**src/rtl/imem_loader_pkg.sv**
```systemverilog
// Shared types and constants for the instruction-memory loader.
package imem_loader_pkg;

  localparam int unsigned DEPTH_WORDS = 1024;
  localparam int unsigned LEN_W       = 16;
  localparam int unsigned BYTE_W      = 8;
  localparam int unsigned WORD_W      = 32;
  localparam int unsigned BCNT_W      = 2;

  typedef enum logic [2:0] {
    IDLE   = 3'd0,
    LEN_LO = 3'd1,
    LEN_HI = 3'd2,
    DATA   = 3'd3,
    FINISH = 3'd4
  } state_t;

endpackage

```
**src/rtl/word_packer.sv**
```systemverilog
// Packs a little-endian byte stream into 32-bit words.
module word_packer
  import imem_loader_pkg::*;
(
  input  logic              clk,
  input  logic              rst,
  input  logic              clr,
  input  logic              byte_en,
  input  logic [BYTE_W-1:0] byte_data,
  output logic              word_done_c,
  output logic [WORD_W-1:0] word_c
);

  localparam int unsigned SHR_W = WORD_W - BYTE_W;

  logic [BCNT_W-1:0] byte_cnt;
  logic [SHR_W-1:0]  shreg;

  // Shift each accepted byte in from the top so byte 0 ends up in the low lane.
  always_ff @(posedge clk) begin
    if (rst || clr) begin
      byte_cnt <= '0;
      shreg    <= '0;
    end else if (byte_en) begin
      byte_cnt <= byte_cnt + BCNT_W'(1);
      shreg    <= {byte_data, shreg[SHR_W-1:BYTE_W]};
    end
  end

  // The fourth byte completes the word combinationally with the three held bytes.
  assign word_done_c = byte_en && (byte_cnt == BCNT_W'(3));
  assign word_c      = {byte_data, shreg};

endmodule

```
**src/rtl/imem_loader.sv**
```systemverilog
// Loads a length-prefixed program byte stream into instruction memory
// while holding the core in reset.
module imem_loader #(
  parameter int unsigned DEPTH_WORDS = imem_loader_pkg::DEPTH_WORDS,
  parameter int unsigned ADDR_W      = $clog2(DEPTH_WORDS)
) (
  input  logic              clk,
  input  logic              rst,
  input  logic              start,
  input  logic              byte_valid,
  input  logic [7:0]        byte_data,
  output logic              byte_ready,
  output logic              imem_we,
  output logic [ADDR_W-1:0] imem_addr,
  output logic [31:0]       imem_wdata,
  output logic              core_rst,
  output logic              busy,
  output logic              done,
  output logic              err
);

  import imem_loader_pkg::*;

  state_t            state;
  logic [LEN_W-1:0]  len;
  logic [LEN_W-1:0]  word_cnt;
  logic              byte_fire_c;
  logic              data_fire_c;
  logic              pack_clr_c;
  logic              word_done_c;
  logic [WORD_W-1:0] word_c;
  logic [LEN_W-1:0]  len_c;
  logic [LEN_W-1:0]  word_nxt_c;

  assign byte_fire_c = byte_valid && byte_ready;
  assign data_fire_c = byte_fire_c && (state == DATA);
  assign pack_clr_c  = (state == IDLE) && start;
  assign len_c       = {byte_data, len[BYTE_W-1:0]};
  assign word_nxt_c  = word_cnt + LEN_W'(1);

  word_packer u_packer (
    .clk         (clk),
    .rst         (rst),
    .clr         (pack_clr_c),
    .byte_en     (data_fire_c),
    .byte_data   (byte_data),
    .word_done_c (word_done_c),
    .word_c      (word_c)
  );

  // Session FSM with registered handshake, memory-write and status outputs.
  always_ff @(posedge clk) begin
    if (rst) begin
      state      <= IDLE;
      byte_ready <= 1'b0;
      imem_we    <= 1'b0;
      imem_addr  <= '0;
      imem_wdata <= '0;
      core_rst   <= 1'b1;
      busy       <= 1'b0;
      done       <= 1'b0;
      err        <= 1'b0;
      len        <= '0;
      word_cnt   <= '0;
    end else begin
      imem_we <= 1'b0;
      done    <= 1'b0;
      unique case (state)
        IDLE: begin
          // Release the core one cycle after a successful session's done pulse.
          if (done) core_rst <= 1'b0;
          if (start) begin
            state      <= LEN_LO;
            byte_ready <= 1'b1;
            busy       <= 1'b1;
            err        <= 1'b0;
            core_rst   <= 1'b1;
            word_cnt   <= '0;
          end
        end
        LEN_LO: begin
          if (byte_fire_c) begin
            len[BYTE_W-1:0] <= byte_data;
            state           <= LEN_HI;
          end
        end
        LEN_HI: begin
          if (byte_fire_c) begin
            len <= len_c;
            if (len_c == '0) begin
              state      <= FINISH;
              byte_ready <= 1'b0;
            end else if (len_c > LEN_W'(DEPTH_WORDS)) begin
              state      <= IDLE;
              byte_ready <= 1'b0;
              busy       <= 1'b0;
              err        <= 1'b1;
            end else begin
              state <= DATA;
            end
          end
        end
        DATA: begin
          if (word_done_c) begin
            imem_we    <= 1'b1;
            imem_wdata <= word_c;
            imem_addr  <= ADDR_W'(word_cnt);
            word_cnt   <= word_nxt_c;
            if (word_nxt_c == len) begin
              state      <= FINISH;
              byte_ready <= 1'b0;
            end
          end
        end
        FINISH: begin
          done  <= 1'b1;
          busy  <= 1'b0;
          state <= IDLE;
        end
        default: begin
          state      <= IDLE;
          byte_ready <= 1'b0;
          busy       <= 1'b0;
        end
      endcase
    end
  end

endmodule

```
**config.mk**
```make
export PLATFORM = sky130hd
export DESIGN_NAME = imem_loader
export DESIGN_NICKNAME = d
export VERILOG_FILES = /design/src/rtl/imem_loader_pkg.sv /design/src/rtl/word_packer.sv /design/src/rtl/imem_loader.sv
export SDC_FILE = /design/constraint.sdc
export NUM_CORES = 1
export LEC_CHECK = 0
export BUFFER_PORTS_ARGS = -buffer_cell sky130_fd_sc_hd__buf_4
export CORE_ASPECT_RATIO = 1.1
export CORE_MARGIN = 2
export CORE_UTILIZATION = 45
export DETAILED_ROUTE_END_ITERATION = 10
export PLACE_DENSITY_LB_ADDON = 0.12
export SETUP_SLACK_MARGIN = 0.3
export SLEW_MARGIN = 20
export SYNTH_ARGS = -nofsm -noshare
export SYNTH_HDL_FRONTEND = slang
export SYNTH_SLANG_ARGS = --single-unit
```
**constraint.sdc**
```tcl
create_clock -name clk -period 5 [get_ports clk]
set_input_delay 0.5 -clock clk [delete_from_list [all_inputs] [get_ports clk]]
set_output_delay 0.5 -clock clk [all_outputs]
set_load 0.03 [all_outputs]
```
==> metrics.md <==
| Metric | Value |
|---|---|
| Setup repair after global routing missed its margin | `no` |
| Cell leakage power | `around 0.0019 uW` |
| Clk_lat worst skew | `350 ps` |
| Portion of synthesized cell area occupied by the leading cell type | `0.460` |
| Area growth, synth to finish | `16.5%` |
| Initial antenna violation count | `0` |
| Nets@finish | `approximately 640` |
| Via count | `4,063` |
| GPL Wtd Cong | `0.884` |
| Final setup skew | `8.67 ps` |
| Antenna-violating nets left | `0` |
| Ranking of synthesized cells by instance count | `sky130_fd_sc_hd__nand2_1, sky130_fd_sc_hd__dfxtp_1, sky130_fd_sc_hd__a21oi_1` |
| Clock buffer count from CTS | `9` |
| Multiplexer area fraction after synthesis | `0.0380` |
| Worst slew pin tran | `979 ps` |
| Post-DP Area | `0.00521 mm2` |
| Final worst path period need | `about 2700 ps` |
| Fraction of final layout cells with drive strength greater than 1 | `0.150` |
| Number of hold buffers added after CTS | `0` |
| Startpoint-to-endpoint class of the critical path | `reg -> reg` |
| Largest driver fanout on the critical path | `21` |
| First-pass GRT wire length | `18.7 mm` |
| Flip-flop and latch count after synthesis | `about 110` |
| Critical Path End Type | `flop` |
| Count of final hold-check violations | `0` |
| Max IR drop VDD | `0.159 mV` |
| Synthesized-area fraction occupied by xor and xnor cells | `0.0459` |
| Die ar. | `0.0114 mm2` |
| Amount of wire on met3 after detailed routing | `464 um` |
| Req. time, crit path | `5230 ps` |
| Cell type contributing the most total cell area after synthesis | `sky130_fd_sc_hd__dfxtp_1` |
| Post-synthesis simple-gate area fraction | `0.270` |
| Count leader, synth | `sky130_fd_sc_hd__nand2_1` |
| Prevailing post-synth register cell | `sky130_fd_sc_hd__dfxtp_1` |
| Final setup TNS | `0 ps` |
| TritonCTS clock tree | `built` |
| Clk pin slew, worst setup/hold paths | `~70 ps` |
| PostCTS Resize Cnt | `0` |
| Nets in the synthesized netlist | `607` |
| Adder-Cell Fraction of Synth Area | `0.00528` |
| H-tree levels | `3` |
| Post-synthesis instance total | `593` |
| Congestion Overflow GR | `0` |
| Arr. time, crit path | `2890 ps` |
| Yosys Warn Count | `0` |
| Netlist area before placement | `between 0.004 and 0.005 mm2` |
| Count of unique library cells instantiated by Yosys | `55` |
| Type of the most critical hold path | `in -> reg` |
| Max_cap viols | `0` |
| Avg WL per Cell | `14.7 um` |
| Compound-gate portion of the synthesized area | `0.141` |
| Buffer cell driving the clock tree root | `sky130_fd_sc_hd__clkbuf_16` |
| Instance count along the most critical hold path | `3` |
| Dominant combinational cell family by area after synthesis | `simple AND/OR/NAND/NOR gates` |
| Slew Viols, Final | `0` |
| Met2 Wirelength | `5.01 mm` |
| Sum of net half-perimeters after detailed placement | `7.74 mm` |
| Starting Density | `0.458` |
| Row count | `39` |
| Outcome | `completed` |
| Post-route met1 wirelength | `5.65 mm` |
| Crit share post-route | `0.532` |
| Top Ports | `60` |
| Die extent in x | `102 um` |
| Number of DRC violations after detailed routing | `0` |
| Largest net degree at the start of global routing | `85` |
| Fmax | `376 MHz` |
| Layout Cell Area excl Fill | `0.00552 mm2` |
| Antenna diode instance count | `0` |
| Number of violations reported at the end of detailed-routing iteration 0 | `241` |
| Number of buffers inserted to repair setup after CTS | `0` |
| Clock sink count | `between 100 and 150` |
| Clock Tree Buf Depth | `2` |
| Synthesized area divided by synthesized cell count | `approximately 8.0 um2` |
| Max-slew headroom | `0.346` |
| Power density cells | `around 310 mW/mm2` |
| Number of flops mapped to enable cells by yosys | `0` |
| Top routing layer in use | `met4` |
| Combined global-route utilization of all metal layers | `0.207` |
| Cell types occupying the most area after synthesis | `sky130_fd_sc_hd__dfxtp_1, sky130_fd_sc_hd__nand2_1, sky130_fd_sc_hd__a21oi_1` |
| Fill cell count | `1,028` |
| Port bufs | `between 50 and 60` |
| Via density per instance | `5.27` |
| Seq/Total Area, Yosys | `0.460` |
| Die height | `112 um` |
| Setup crit start kind | `flop` |
| Share of flip-flops with an asynchronous set or reset | `0` |
| DRT Wirelength | `11.3 mm` |
| Setup violators final | `0` |
| Core Region | `0.0103 mm2` |
| Cell depth of the worst flop-to-flop path | `6` |
| Number of global-route vias before repair | `~3,700` |
| Pre-antenna DRT Iters | `4` |
==> metrics by stage <==
stage / instances / total power, uW / hold slack (ps) / utilization / setup WS, ps
6_report: 771 / 1730 / 430 / 0.534 / 2340
5_1_grt: 771 / 1780 / 433 / 0.534 / 2130
4_1_cts: 771 / 1740 / 423 / 0.533 / 2090
3_5_place_dp: 755 / 1010 / 447 / 0.503 / 2100
3_3_place_gp: 755 / 1010 / 445 / 0.503 / 2200
2_1_floorplan: 593 / 976 / 432 / - / 2750
==> kinds of logic (layout without fill, tap and decap cells) <==
| logic type | count (synthesis) | in the layout |
|---|---|---|
| simple gates | 274 | 274 |
| compound gates | 121 | 121 |
| mux | 18 | 18 |
| flops | 109 | 109 |
| xor+xnor | 24 | 24 |
| buf+inv | 45 | 80 |
| fa+ha+maj | 2 | 2 |
==> registers in the layout, indices dropped and copies added (netlist names) <==
| name | cells |
|---|---|
| busy | 1 |
| byte_ready | 1 |
| core_rst | 1 |
| done | 1 |
| err | 1 |
| imem_addr | 10 |
| imem_wdata | 32 |
| imem_we | 1 |
| len | 16 |
| state | 3 |
| u_packer.byte_cnt | 2 |
| u_packer.shreg | 24 |
| word_cnt | 16 |
==> final cells by class <==
| type | instances | area [um2] | share of cell area |
|---|---|---|---|
| flip-flops and latches | 109 | 2180 | 0.395 |
| inverters | 3 | 11.3 | 0.00204 |
| multi-input cells | 439 | 2390 | 0.432 |
| repair buffers | 61 | 458 | 0.0829 |
| well taps | 143 | 179 | 0.0324 |
| clock buffers | 10 | 229 | 0.0414 |
| clock inverters | 6 | 77.6 | 0.0140 |
==> report_power, final <==
part	internal [uW]	switching (uW)	total, uW
clock	399	337	735
combinational	34.5	70.0	105
sequential	875	14.2	890
total	1310	421	1730
==> critical path, stage by stage (launching register included) <==
cell and delay, ps:
sky130_fd_sc_hd__dfxtp_1 510, sky130_fd_sc_hd__nor2b_1 400, sky130_fd_sc_hd__and3_1 730, sky130_fd_sc_hd__and3_1 260, sky130_fd_sc_hd__nand4_1 100, sky130_fd_sc_hd__nor4_2 370, sky130_fd_sc_hd__o32ai_1 150
==> layer usage <==
layer  vias to the layer above  track usage
met5                         -            0
met4                         0       0.0738
met3                        14       0.0377
met2                        90        0.308
met1                      1873        0.300
li1                       2086            -
==> path summary, 6_finish.rpt <==
| path | startpoint | endpoint | slack [ps] |
|---|---|---|---|
| setup / recovery | state[1] | state[0] | 2340 |
| hold / removal | byte_data[4] | u_packer.shreg[20] | 430 |
| setup reg to reg | state[1] | state[0] | 2340 |
| hold reg to reg | imem_wdata[30] | imem_wdata[30] | 460 |
==> cell usage in the layout, fill, tap and decap left out, types with 3 or more instances in the layout <==
cell type and n:
sky130_fd_sc_hd__inv_1 3, sky130_fd_sc_hd__or3_1 4, sky130_fd_sc_hd__o21ai_0 14, sky130_fd_sc_hd__and3_1 4
sky130_fd_sc_hd__clkbuf_16 9, sky130_fd_sc_hd__buf_4 61, sky130_fd_sc_hd__xor2_1 6, sky130_fd_sc_hd__nor3_1 6
sky130_fd_sc_hd__mux2i_1 18, sky130_fd_sc_hd__nand2_1 151, sky130_fd_sc_hd__nand4_1 9, sky130_fd_sc_hd__nor2_1 46
sky130_fd_sc_hd__nand3_4 3, sky130_fd_sc_hd__nand3_1 13, sky130_fd_sc_hd__nand3b_1 4, sky130_fd_sc_hd__xnor2_1 17
sky130_fd_sc_hd__a21oi_1 86, sky130_fd_sc_hd__dfxtp_1 109, sky130_fd_sc_hd__nand2b_1 3, sky130_fd_sc_hd__nor4_1 8
Note: power is estimated with default switching activity, not from simulation.
